### src/rtl/uart_loader.sv
// UART program loader: receives 2-byte frames and emits program memory writes or pointer loads.
// Optional even-parity (8E1) receive format is enabled by defining LOADER_PARITY_EN; default is 8N1.
module uart_loader #(
  parameter int ADDR_WIDTH        = 8,
  parameter int INSTRUCTION_WIDTH = 4,
  parameter int DATA_WIDTH        = ADDR_WIDTH + INSTRUCTION_WIDTH,
  parameter int CLKS_PER_BIT      = 868,
  parameter int TIMEOUT_CLKS      = 20 * CLKS_PER_BIT
) (
  input  logic                  clk,
  input  logic                  reset,
  input  logic                  rx,
  output logic                  program_write,
  output logic [DATA_WIDTH-1:0] program_cmd,
  output logic [ADDR_WIDTH-1:0] write_address,
  output logic                  busy,
  output logic                  frame_err
);
  localparam int CW = $clog2(CLKS_PER_BIT);
  localparam int TW = $clog2(TIMEOUT_CLKS + 1);

  localparam logic [2:0] S_IDLE   = 3'd0;
  localparam logic [2:0] S_START  = 3'd1;
  localparam logic [2:0] S_DATA   = 3'd2;
`ifdef LOADER_PARITY_EN
  localparam logic [2:0] S_PARITY = 3'd3;
`endif
  localparam logic [2:0] S_STOP   = 3'd4;

  localparam logic A_WAIT_HI = 1'b0;
  localparam logic A_WAIT_LO = 1'b1;

  logic          rx_meta, rx_sync, rx_prev;
  logic [2:0]    state;
  logic [CW-1:0] cnt;
  logic [2:0]    bit_idx;
  logic [7:0]    shreg;
  logic          byte_valid, rx_err, fall_pend;
  logic          fall, stop_ok;

  assign fall = rx_prev & ~rx_sync;

`ifdef LOADER_PARITY_EN
  logic par_bad;
  assign stop_ok = rx_sync & ~par_bad;
`else
  assign stop_ok = rx_sync;
`endif

  // Receiver: sample mid-bit, phase set by the synchronized start edge.
  always_ff @(posedge clk) begin
    if (reset) begin
      rx_meta    <= 1'b1;
      rx_sync    <= 1'b1;
      rx_prev    <= 1'b1;
      state      <= S_IDLE;
      cnt        <= '0;
      bit_idx    <= '0;
      shreg      <= '0;
      byte_valid <= 1'b0;
      rx_err     <= 1'b0;
      fall_pend  <= 1'b0;
`ifdef LOADER_PARITY_EN
      par_bad    <= 1'b0;
`endif
    end else begin
      rx_meta    <= rx;
      rx_sync    <= rx_meta;
      rx_prev    <= rx_sync;
      byte_valid <= 1'b0;
      rx_err     <= 1'b0;
      case (state)
        S_IDLE: begin
          cnt       <= '0;
          fall_pend <= 1'b0;
          if (fall || fall_pend) state <= S_START;
        end
        S_START: begin
          if (cnt == CW'(CLKS_PER_BIT / 2 - 1)) begin
            cnt     <= '0;
            bit_idx <= '0;
            state   <= rx_sync ? S_IDLE : S_DATA;
          end else begin
            cnt <= cnt + CW'(1);
          end
        end
        S_DATA: begin
          if (cnt == CW'(CLKS_PER_BIT - 1)) begin
            cnt   <= '0;
            shreg <= {rx_sync, shreg[7:1]};
            if (bit_idx == 3'd7) begin
`ifdef LOADER_PARITY_EN
              state <= S_PARITY;
`else
              state <= S_STOP;
`endif
            end else begin
              bit_idx <= bit_idx + 3'd1;
            end
          end else begin
            cnt <= cnt + CW'(1);
          end
        end
`ifdef LOADER_PARITY_EN
        S_PARITY: begin
          if (cnt == CW'(CLKS_PER_BIT - 1)) begin
            cnt     <= '0;
            par_bad <= rx_sync ^ (^shreg);
            state   <= S_STOP;
          end else begin
            cnt <= cnt + CW'(1);
          end
        end
`endif
        S_STOP: begin
          // An edge seen here belongs to the next byte; carry it into IDLE.
          if (fall) fall_pend <= 1'b1;
          if (cnt == CW'(CLKS_PER_BIT - 1)) begin
            cnt   <= '0;
            state <= S_IDLE;
            if (stop_ok) byte_valid <= 1'b1;
            else         rx_err     <= 1'b1;
          end else begin
            cnt <= cnt + CW'(1);
          end
        end
        default: state <= S_IDLE;
      endcase
    end
  end

  logic                         asm_st;
  logic [ADDR_WIDTH-1:0]        ptr;
  logic [TW-1:0]                tcnt;
  logic [INSTRUCTION_WIDTH-1:0] opcode;
  logic                         is_set;

  always_ff @(posedge clk) begin
    if (reset) begin
      asm_st        <= A_WAIT_HI;
      ptr           <= '0;
      tcnt          <= '0;
      opcode        <= '0;
      is_set        <= 1'b0;
      program_write <= 1'b0;
      program_cmd   <= '0;
      write_address <= '0;
      frame_err     <= 1'b0;
    end else begin
      program_write <= 1'b0;
      frame_err     <= 1'b0;
      if (program_write) ptr <= ptr + ADDR_WIDTH'(1);
      case (asm_st)
        A_WAIT_HI: begin
          tcnt <= '0;
          if (byte_valid) begin
            if (shreg[7:4] == 4'h0 || shreg[7:4] == 4'hA) begin
              opcode <= INSTRUCTION_WIDTH'(shreg[3:0]);
              is_set <= (shreg[7:4] == 4'hA);
              asm_st <= A_WAIT_LO;
            end else begin
              frame_err <= 1'b1;
            end
          end else if (rx_err) begin
            frame_err <= 1'b1;
          end
        end
        default: begin
          if (byte_valid) begin
            asm_st <= A_WAIT_HI;
            if (is_set) begin
              ptr <= ADDR_WIDTH'(shreg);
            end else begin
              program_write <= 1'b1;
              program_cmd   <= DATA_WIDTH'({opcode, ADDR_WIDTH'(shreg)});
              write_address <= ptr;
            end
          end else if (rx_err || tcnt == TW'(TIMEOUT_CLKS - 1)) begin
            asm_st    <= A_WAIT_HI;
            frame_err <= 1'b1;
          end else begin
            tcnt <= tcnt + TW'(1);
          end
        end
      endcase
    end
  end

  assign busy = (state != S_IDLE) | (asm_st == A_WAIT_LO);

endmodule

### config.mk
export PLATFORM = sky130hd
export DESIGN_NAME = uart_loader
export DESIGN_NICKNAME = d
export VERILOG_FILES = /design/src/rtl/uart_loader.sv
export SDC_FILE = /design/constraint.sdc
export NUM_CORES = 1
export LEC_CHECK = 0
export CAP_MARGIN = 20
export CORE_ASPECT_RATIO = 1.2
export CORE_MARGIN = 2
export CORE_UTILIZATION = 57
export CTS_CLUSTER_DIAMETER = 120
export DETAILED_ROUTE_END_ITERATION = 10
export GPL_ROUTABILITY_DRIVEN = 0
export PLACE_DENSITY = 0.77
export SLEW_MARGIN = 15
export SYNTH_ARGS = -nofsm -noshare
export SYNTH_HDL_FRONTEND = slang
export SYNTH_SLANG_ARGS = --single-unit
### constraint.sdc
create_clock -name clk -period 2.2 [get_ports clk]
set_input_delay 0.55 -clock clk [delete_from_list [all_inputs] [get_ports clk]]
set_output_delay 0.55 -clock clk [all_outputs]
set_load 0.03 [all_outputs]
# --- Word level (Yosys, flattened, before mapping) ---
# Cells that the tools add are included.
word_totals:
  ram_bits: 0
  out_inout_bits: 23
  regBits: 81
  latch_bits: 0
  romBits: 0
  word_cells: 101
  memories: 0
  input_bits: 3
classes:
  mux: 34
  div_mod_pow: 0
  mul: 0
  magnitude_cmp: 0
  shift: 0
  n_eq_ne: 15
  n_reduce_logical: 20
  addsub: 4
  bitwise: 9
op_table:
  columns: ["op", "count"]
  rows:
  - ["$mux W8", 4]
  - ["$pmux W10 S3", 1]
  - ["$mux W3", 8]
  - ["$mux W10", 2]
  - ["$add A15 B1 Y15 const B", 1]
  - ["$eq A15 B15 Y1 const B", 1]
  - ["$mux W1", 15]
  - ["$ne A2 B2 Y1 const B", 7]
  - ["$pmux W3 S4", 1]
  - ["$add A10 B1 Y10 const B", 1]
  - ["$eq A10 B10 Y1 const B", 1]
  - ["$eq A10 B9 Y1 const B", 1]
  - ["$add A8 B1 Y8 const B", 1]
  - ["$not A1 Y1", 7]
  - ["$eq A3 B3 Y1 const B", 2]
  - ["$pmux W3 S2", 1]
  - ["$reduce_and A2 Y1", 3]
  - ["$reduce_and A3 Y1", 2]
  - ["$reduce_bool A3 Y1", 2]
  - ["$reduce_or A3 Y1", 2]
  - ["$reduce_and A5 Y1", 1]
  - ["$eq A4 B4 Y1 const B", 1]
  - ["$logic_not A4 Y1", 1]
  - ["$reduce_and A4 Y1", 1]
  - ["other kinds (11)", 15]

# --- Logic depth before layout (Yosys ltp) ---
# Gate-level depths: netlist of run 1.
logic_depth:
  ltp_word: 5
  mapped_depth: 8
  ltp_nobuf: 7

# --- Worst setup path after synthesis of run 1 ---
# OpenSTA, ideal clock, no wires.
synth_path:
  kind: "reg2reg"
  from: "register tcnt[4]"
  to: "register frame_err"
  path_buffers: 1
  t_arrival_ns: 1.801
  synth_period_minus_slack_ns: 1.887
  setup_time_ns: 0.086
  slack_ns: 0.313
  path_stages_with_launch: 7
  t_required_ns: 2.114
  path_cell_list: "dfxtp_1 -> or4b_1 -> or4_1 -> buf_6 -> nor2_4 -> o21bai_2 -> a221oi_2"
synth_via:
  elab_chain_len: 5
synth_lines:
  columns: ["element", "line", "rtl"]
  rows:
  - ["start: declaration", "134", "logic [TW-1:0] tcnt;"]
  - ["start signal: assignment", "182", "tcnt <= tcnt + TW'(1);"]
  - ["$eq A15 B15 Y1", "178", "end else if (rx_err || tcnt == TW'(TIMEOUT_CLKS - 1)) begin"]
  - ["$logic_or A1 B1 Y1", "178", null]
  - ["$mux W1", "178", null]
  - ["$mux W1", "169", "if (byte_valid) begin"]
  - ["$mux W1", "153", "case (asm_st)"]
  - ["end signal: assignment", "151", "frame_err <= 1'b0;"]
  - ["end signal: assignment", "162", "frame_err <= 1'b1;"]
  - ["end signal: assignment", "180", "frame_err <= 1'b1;"]
  - ["end: declaration", "17", "output logic frame_err"]
# Every way passes these cells.
# A chain may end at the register's enable or synchronous reset.

# --- Final worst setup path of run 1 ---
layout_path:
  from: "register tcnt[4]"
  to: "register tcnt[4]"
layout_via:
  elab_chain_len: 4
  elab_cells_between_ends: 5
  classes_between: "add/sub (1); eq/ne (1); bitwise (1); reduce/logical (2)"
layout_lines:
  columns: ["element"]
  rows:
  - ["parallel branches: the longest is 4 deep, another holds $add A15 B1 Y15"]
# Several ways; the timed one is not identified.

==> results_dict.tcl, run 1 <==
set metrics [dict create \
    status "completed" \
    worst_pin_slew_ps 589 \
    p_leak_nw 1.44 \
    synth_area_sq_um 3470 \
    cp.arrival_ps 2280 \
    num_antenna_cells 0 \
    dp_slack_ps 153 \
    h-tree-depth 3 \
    crit_required_ps 2420 \
    drtIter0Drc 130 \
    slew_viol_final 0 \
    fin_crit_ps 2060 \
    die_area_sq_um 6730 \
    fmax_mhz 485 \
    cts_setup_buffers 0 \
    slowest_stage "or4_1" \
    fin_crit_sh 0.937 \
    hold_violations 0 \
    ys_ff_latch 81 \
    clk_pin_slew_worst_paths_ps 80 \
    postRouteAntennaNets 0 \
    crit_fanout 8 \
    relSlewSlack 0.606 \
    yosysWarningCount 0 \
    skew_ps 6.84 \
    vias_per_cell 5.52 \
    area_growth_pct 17.2 \
    overflow 0 \
    cts_made_buffers 9 \
    drcViolationCount 0 \
    fp-row-count 31 \
    ioPinCount 26 \
    tns_ps 0 \
    core_area_sq_um 5970 \
    synth_cell_types 44 \
    max_stage_delay_ps 650 \
    synthTopCellsByArea "dfxtp_1 47%, nand2_1 7.2%, mux2i_1 5.2%, nor2_1 5.0%, a21oi_1 3.9%" \
    synth_nets 414 \
    cts-root-buf "clkbuf_8" \
    vdd_drop_max_uv 465 \
    cts_buffer_depth 2 \
    rsz0062_at_grt "no" \
    setup_violations 0 \
    end_kind "flop" \
    synth.top_cell.area_share 0.467 \
    antenna_found_initial 0 \
    cts_tree "done" \
    cts_hold_buf 0 \
    postCtsResizedCells 2 \
    grt_usage 0.230 \
    routedWlPerCell_um 13.5 \
    syn-instance-count 405 \
    yosysTopAreaCell "dfxtp_1" \
    cts.sinks 81 \
    cellPowerDensity_nw_per_um2 709 \
    cp_cell_sequence "or4b_1 -> or4_1 -> nor3b_1 -> xnor2_1 -> nor2_1" \
    path_class "reg -> reg" \
    drive_gt1_frac 0.100 \
    setup_ws_ps 139 \
    initial_utilization 0.581 \
    startpoint_type "flop" \
    nNetsFinal 443 \
    clk_latency_ps 350 \
    io_buffers 25 \
    fp.dieH_um 89.5 \
    grt_pass1_wl_mm 11.9 \
    drt_pass1_iterations 5 \
    grt_pass1_vias 2689 \
    cap_violations 0 \
    drt-total-wl_mm 7.04 \
    die_w_um 75.2 \
    yosysSeqAreaShare 0.467 \
    fin_util 0.681 \
    grt_max_degree 33 \
    hp-class "reg -> reg" \
    avgSynthCellArea_sq_um 8.57 \
    vias 2878 \
    place_hpwl_mm 4.71 \
]
[metal layers]
layer / global-route usage / share of wire
met1: 0.273 / 0.43
met2: 0.389 / 0.51
met3: 0.0564 / 0.034
met4: 0.107 / 0.021
met5: 0 / 0
[cell usage after synthesis]
library cell,instances
a311oi_1,2
xnor2_1,6
o21ai_0,6
dfxtp_1,81
ha_1,6
o41ai_1,1
or4_1,2
a21oi_1,27
and2_1,3
nor2b_1,5
or4b_1,1
a31oi_1,6
nor3_1,6
nor3b_1,4
or2_2,8
mux2_2,1
and3_2,1
o21bai_2,1
mux2i_1,18
a221oi_2,1
nor4_1,2
nand3b_1,2
nand2b_1,7
nor2_1,46
a32oi_1,1
nor2_4,1
buf_1,1
a32o_1,1
a21o_1,1
inv_1,5
nor2_2,1
and4bb_2,1
nand3_1,23
and3b_1,1
o22ai_1,1
clkbuf_1,16
nor4bb_1,1
or3_1,6
and3_1,3
nand2_1,67
buf_6,1
xor2_1,15
nand4_1,9
a211oi_1,7
[final timing paths]
path | startpoint | endpoint | slack (ps) | cells past startpoint
setup / recovery | tcnt[4] | tcnt[4] | 140 | 5
hold / removal | rx_meta | rx_sync | 410 | 1
setup reg to reg | tcnt[4] | tcnt[4] | 140 | 5
hold reg to reg | rx_meta | rx_sync | 410 | 1
[worst max-delay path, delay by kind of cell (launching register included)]
family | cells | cell delay, ps
xor gates and xnor gates | 1 | 140
DFF | 1 | 350
and+or+nand+nor | 4 | 1440
[area by class of cell]
cell class / count / area [sq um]
fill: 512 / 1900
inverter: 5 / 18.8
tap: 82 / 103
clock buffer: 12 / 165
multi-input combinational: 301 / 1760
sequential: 81 / 1620
timing repair buffer: 36 / 327
clock inverter: 4 / 73.8
[power breakdown]
group / leakage [nW] / internal (mW) / switching [mW]
Sequential: 0.653 / 1.47 / 0.0135
Clock: 0.123 / 0.732 / 0.522
Combinational: 0.666 / 0.0535 / 0.0884
[metrics by stage]
step	instance area [sq um]	std cells	power, mW	hold slack (ps)
2_1_floorplan	3470	405	1.62	389
3_3_place_gp	3830	505	1.67	393
3_5_place_dp	3830	505	1.67	394
4_1_cts	4070	521	2.91	413
5_1_grt	4070	521	2.99	422
6_report	4070	521	2.88	411
[sequential cells by signal, indices dropped and copies added (netlist names)]
register	flops
tcnt	15
program_cmd	12
cnt	10
ptr	8
shreg	8
write_address	8
opcode	4
bit_idx	3
state	3
asm_st	1
byte_valid	1
fall_pend	1
frame_err	1
is_set	1
program_write	1
rx_err	1
rx_meta	1
rx_prev	1
rx_sync	1
[logic make-up (layout without fill, tap and decap cells)]
family                   count (synthesis)  count (layout)  share of synthesized area
buffers and inverters                   23              57                     0.0270
flip-flops                              81              81                      0.467
adder cells (fa/ha/maj)                  6               6                     0.0216
XOR/XNOR                                21              21                     0.0530
AO/OA/AOI/OAI                           55              55                     0.0981
AND/OR/NAND/NOR                        200             200                      0.278
multiplexers                            19              19                     0.0552
[cells in the final DEF, fill, tap and decap left out, drive strengths merged, types with 3 or more instances in the layout]
cell           instances
a211oi                 7
a21oi                 27
a31oi                  6
and2                   3
and3                   4
buf                   12
clkbuf                12
clkdlybuf4s50         23
dfxtp                 81
ha                     6
inv                    5
mux2i                 18
nand2                 67
nand2b                 7
nand3                 23
nand4                  9
nor2                  48
nor2b                  5
nor3                   6
nor3b                  4
o21ai                  6
or2                    8
or3                    6
xnor2                  6
xor2                  15
No activity file was read; power rests on OpenSTA's default activity.
==> run 2: changes to the inputs <==
==> constraint.sdc (replaced) <==
create_clock -name clk -period 2.27 [get_ports clk]
set_input_delay 0.5675 -clock clk [delete_from_list [all_inputs] [get_ports clk]]
set_output_delay 0.5675 -clock clk [all_outputs]
set_load 0.03 [all_outputs]
==> results_dict.tcl, run 2 (same netlist as run 1, synthesis figures left out) <==
set metrics [dict create \
    crit_required_ps 1700 \
    largest_reg_flops 15 \
    crit_fanout 6 \
    path_class "reg -> out" \
    die_area_sq_um 6730 \
    nNetsFinal 440 \
    routedWlPerCell_um 13.3 \
    p_leak_nw 1.42 \
    reg2reg_depth 5 \
    layout_common_cells "80 x dfxtp_1, 67 x nand2_1, 46 x nor2_1" \
    fin_crit_ps 2080 \
    crit_buf_inv 1 \
    h-tree-depth 3 \
    power.internal_mw 2.24 \
    place_hpwl_mm 4.71 \
    fmax_mhz 480 \
    grt_max_degree 31 \
    cts_made_buffers 9 \
    p_sw_mw 0.609 \
    hold_violations 0 \
    overflow 0 \
    clk_latency_ps 350 \
    slew_viol_final 0 \
    setup_violations 0 \
    power.share.combinational 0.045 \
    drt-total-wl_mm 6.89 \
    rsz0062_at_grt "no" \
    drcViolationCount 0 \
    vias 2837 \
    die_w_um 75.2 \
    vdd_drop_max_uv 378 \
    n_fill_cell 521 \
    hp-class "reg -> reg" \
    postRouteAntennaNets 0 \
    grt_usage 0.225 \
    ioPinCount 26 \
    initial_utilization 0.581 \
    fp.dieH_um 89.5 \
    antenna_found_initial 0 \
    max_stage_delay_ps 710 \
    drive_gt1_frac 0.0940 \
    hold_depth 1 \
    cts-root-buf "clkbuf_8" \
    worstHoldEndpoint "rx_sync" \
    largest_register "tcnt" \
    dp_cells 502 \
    fp-row-count 31 \
    io_buffers 25 \
    reg2reg_slack_ps 200 \
    cts_tree "done" \
    cp.arrival_ps 1520 \
    relSlewSlack 0.607 \
    slowest_stage "clkdlybuf4s50_1" \
    final_common_cell "dfxtp_1" \
    drtIter0Drc 175 \
    tns_ps 0 \
    cap_violations 0 \
    core_area_sq_um 5970 \
    grt_pass1_vias 2594 \
    swShare 0.214 \
    clk_pin_slew_worst_paths_ps 90 \
    num_antenna_cells 0 \
    skew_ps 12.9 \
    fin_crit_sh 0.918 \
    worstHoldStart "rx_meta" \
    status "completed" \
    cts.sinks 81 \
    cellPowerDensity_nw_per_um2 702 \
    reg_top3 "tcnt: 15 flops, program_cmd: 12 flops, cnt: 10 flops" \
    startpoint_type "flop" \
    cts_buffer_depth 2 \
    end_kind "primary output" \
    drt_pass1_iterations 4 \
    fin_util 0.678 \
    reg2reg_to "tcnt[4]" \
    worst_pin_slew_ps 590 \
    clock_power_share 0.447 \
    fin_cells 518 \
    grt_pass1_wl_mm 11.6 \
    seq_power_share 0.508 \
    reg2reg_from "tcnt[4]" \
    vias_per_cell 5.48 \
    cp_top_family "buffers and inverters" \
    area_growth_pct 16.8 \
    cp_cell_sequence "clkdlybuf4s50_1" \
]
-- run 2: cell count changes in the layout (fill, tap and decap cells not counted), sizes merged --
cell and delta:
clkbuf -1, bufinv +1, clkinvlp +1, buf -3, clkinv -1
-- run 2: what timing repair did --
action                     CTS  global route
setup buffers                0             0
gates resized for setup      3             0
hold buffers                 0             0
setup endpoints to repair    1             0
-- run 2: layout make-up --
type / count / area (sq um) / area share
clock inverter: 5 / 103 / 0.0253
multi-input combinational: 301 / 1760 / 0.434
tap: 82 / 103 / 0.0253
inverter: 5 / 18.8 / 0.00463
sequential: 81 / 1620 / 0.400
timing repair buffer: 33 / 304 / 0.0750
clock buffer: 11 / 141 / 0.0349
-- run 2: worst max path at each step --
stage	startpoint	end	cells past startpoint
after detailed placement	tcnt[4]	tcnt[4]	5
final	program_write	program_write	1
after CTS	program_write	program_write	1
after floorplan	tcnt[4]	frame_err	6
after global routing	cnt[5]	cnt[7]	6
after global placement	tcnt[4]	tcnt[4]	5
-- run 2: power groups by stage --
stage	Clock [mW]	Sequential, mW	Combinational (mW)
final	1.27	1.45	0.129
after global placement	0	1.48	0.129
after global routing	1.35	1.45	0.142
after detailed placement	0	1.48	0.130
after CTS	1.29	1.45	0.129
after floorplan	0	1.47	0.102
-- run 2: through the flow --
step / worst slack [ps] / power, mW / area, sq um / hold WS [ps]
final: 187 / 2.84 / 4050 / 420
after detailed placement: 219 / 1.61 / 3800 / 401
after CTS: 169 / 2.86 / 4050 / 422
after floorplan: 383 / 1.57 / 3470 / 389
after global placement: 287 / 1.61 / 3800 / 396
after global routing: 59.3 / 2.94 / 4050 / 444
-- run 2: per-layer routing --
layer | vias up | track usage | wire length [um]
met5 | - | 0 | 0
met4 | 0 | 0.115 | 160
met3 | 15 | 0.0372 | 174
met2 | 59 | 0.372 | 3460
met1 | 1311 | 0.281 | 3090
li1 | 1452 | - | -
==> run 3: changes to the inputs <==
--- a/config.mk
+++ b/config.mk
@@ -6,9 +6,11 @@
 export NUM_CORES = 1
 export LEC_CHECK = 0
 export CAP_MARGIN = 20
+export CELL_PAD_IN_SITES_DETAIL_PLACEMENT = 0
+export CELL_PAD_IN_SITES_GLOBAL_PLACEMENT = 2
 export CORE_ASPECT_RATIO = 1.2
 export CORE_MARGIN = 2
-export CORE_UTILIZATION = 57
+export CORE_UTILIZATION = 35
 export CTS_CLUSTER_DIAMETER = 120
 export DETAILED_ROUTE_END_ITERATION = 10
 export GPL_ROUTABILITY_DRIVEN = 0
==> results_dict.tcl, run 3 (same netlist as run 1, synthesis figures left out) <==
set metrics [dict create \
    largest_register "tcnt" \
    io_buffers 25 \
    cts-root-buf "clkbuf_16" \
    core_area_sq_um 9560 \
    max_stage_delay_ps 720 \
    reg2reg_to "cnt[1]" \
    p_leak_nw 1.50 \
    grt_max_degree 30 \
    crit_fanout 6 \
    startpoint_type "flop" \
    cap_violations 0 \
    cts_setup_buffers 0 \
    vias_per_cell 4.96 \
    initial_utilization 0.363 \
    die_w_um 94.9 \
    cts_made_buffers 9 \
    reg2reg_from "cnt[0]" \
    overflow 0 \
    tns_ps 0 \
    cp_top_family "buffers and inverters" \
    nNetsFinal 447 \
    reg2reg_slack_ps 210 \
    die_area_sq_um 10700 \
    num_antenna_cells 0 \
    clk_pin_slew_worst_paths_ps 60 \
    postRouteAntennaNets 0 \
    final_common_cell "dfxtp_1" \
    crit_end "program_write" \
    seq_area_sq_um 1620 \
    n_fill_cell 994 \
    multiInputGateArea_sq_um 1760 \
    rsz0062_at_grt "no" \
    largest_reg_flops 15 \
    fmax_mhz 484 \
    worst_pin_slew_ps 621 \
    fin_crit_sh 0.910 \
    cellPowerDensity_nw_per_um2 721 \
    fin_crit_ps 2060 \
    place_hpwl_mm 5.21 \
    reg_top3 "tcnt: 15 flops, program_cmd: 12 flops, cnt: 10 flops" \
    setup_violations 0 \
    drt-total-wl_mm 7.46 \
    grt_pass1_vias 2716 \
    relSlewSlack 0.582 \
    slowest_stage "clkdlybuf4s50_1" \
    skew_ps 6.13 \
    drive_gt1_frac 0.104 \
    status "completed" \
    antenna_found_initial 0 \
    cts_tree "done" \
    fp-row-count 39 \
    clk_latency_ps 330 \
    drt_pass1_iterations 4 \
    crit_required_ps 1700 \
    hold_violations 0 \
    layout_common_cells "81 x dfxtp_1, 67 x nand2_1, 46 x nor2_1" \
    cp_cell_sequence "clkdlybuf4s50_1" \
    cts_buffer_depth 2 \
    hp-class "reg -> reg" \
    slew_viol_final 0 \
    area_growth_pct 21.3 \
    crit_buf_inv 1 \
    cts.sinks 81 \
    vdd_drop_max_uv 428 \
    drtIter0Drc 66 \
    total_power_mw 3.04 \
    grt_usage 0.151 \
    fp.dieH_um 113 \
    grt_pass1_wl_mm 12.7 \
    drcViolationCount 0 \
    path_class "reg -> out" \
    reg2reg_depth 7 \
    path_depth 1 \
    end_kind "primary output" \
    cp.arrival_ps 1500 \
    cp-startpoint "program_write" \
    h-tree-depth 3 \
    placed_area_sq_um 3910 \
    cts_hold_buf 0 \
    routedWlPerCell_um 13.2 \
    vias 2803 \
    ioPinCount 26 \
    postLayoutCellArea_sq_um 4210 \
]
[run 3: cell types whose count changed in the layout (fill, tap and decap cells not counted), sizes merged]
cell	change
clkbuf	+1
buf	+7
dlymetal6s2s	+1
dlygate4sd2	-1
clkinv	+1
bufinv	-2
clkinvlp	-1
[run 3: worst min path at each step]
stage	startpoint	end	slack (ps)	cells after the start
2_1_floorplan	rx_meta	rx_sync	390	1
3_3_place_gp	rx_meta	rx_sync	400	1
3_5_place_dp	rx_meta	rx_sync	400	1
4_1_cts	rx_meta	rx_sync	420	1
5_1_grt	rx_meta	rx_sync	430	1
6_report	rx_meta	rx_sync	410	1
[run 3: layout make-up]
class,count,area share
timing repair buffer,40,0.0856
clock inverter,3,0.00951
clock buffer,12,0.0609
sequential,81,0.385
inverter,5,0.00446
tap,123,0.0365
multi-input combinational,301,0.418
[run 3: report_power, final]
group / switching (mW) / leakage [nW] / internal, mW
combinational: 0.0888 / 0.699 / 0.0541
sequential: 0.0141 / 0.653 / 1.43
clock: 0.547 / 0.148 / 0.902
[run 3: metrics by stage]
step	hold slack (ps)	std cells	util	setup slack [ps]
floorplan	389	405	-	383
global placement	396	550	0.409	262
detailed placement	400	550	0.409	226
CTS	418	565	0.440	50.2
global route	427	565	0.440	66.5
finish	414	565	0.440	205
[run 3: per-layer routing]
metal	share of wire	wire length (um)	GRT usage	vias up
met5	0	0	0	-
met3	0.033	244	0.0386	9
met2	0.47	3470	0.240	33
li1	-	-	-	1462
met1	0.49	3620	0.194	1299
met4	0.016	118	0.0609	0
[run 3: repair_timing]
| item | CTS | global route |
|---|---|---|
| endpoints found under the setup margin | 1 | 1 |
| cloned | 0 | 0 |
| gates resized for setup | 1 | 1 |
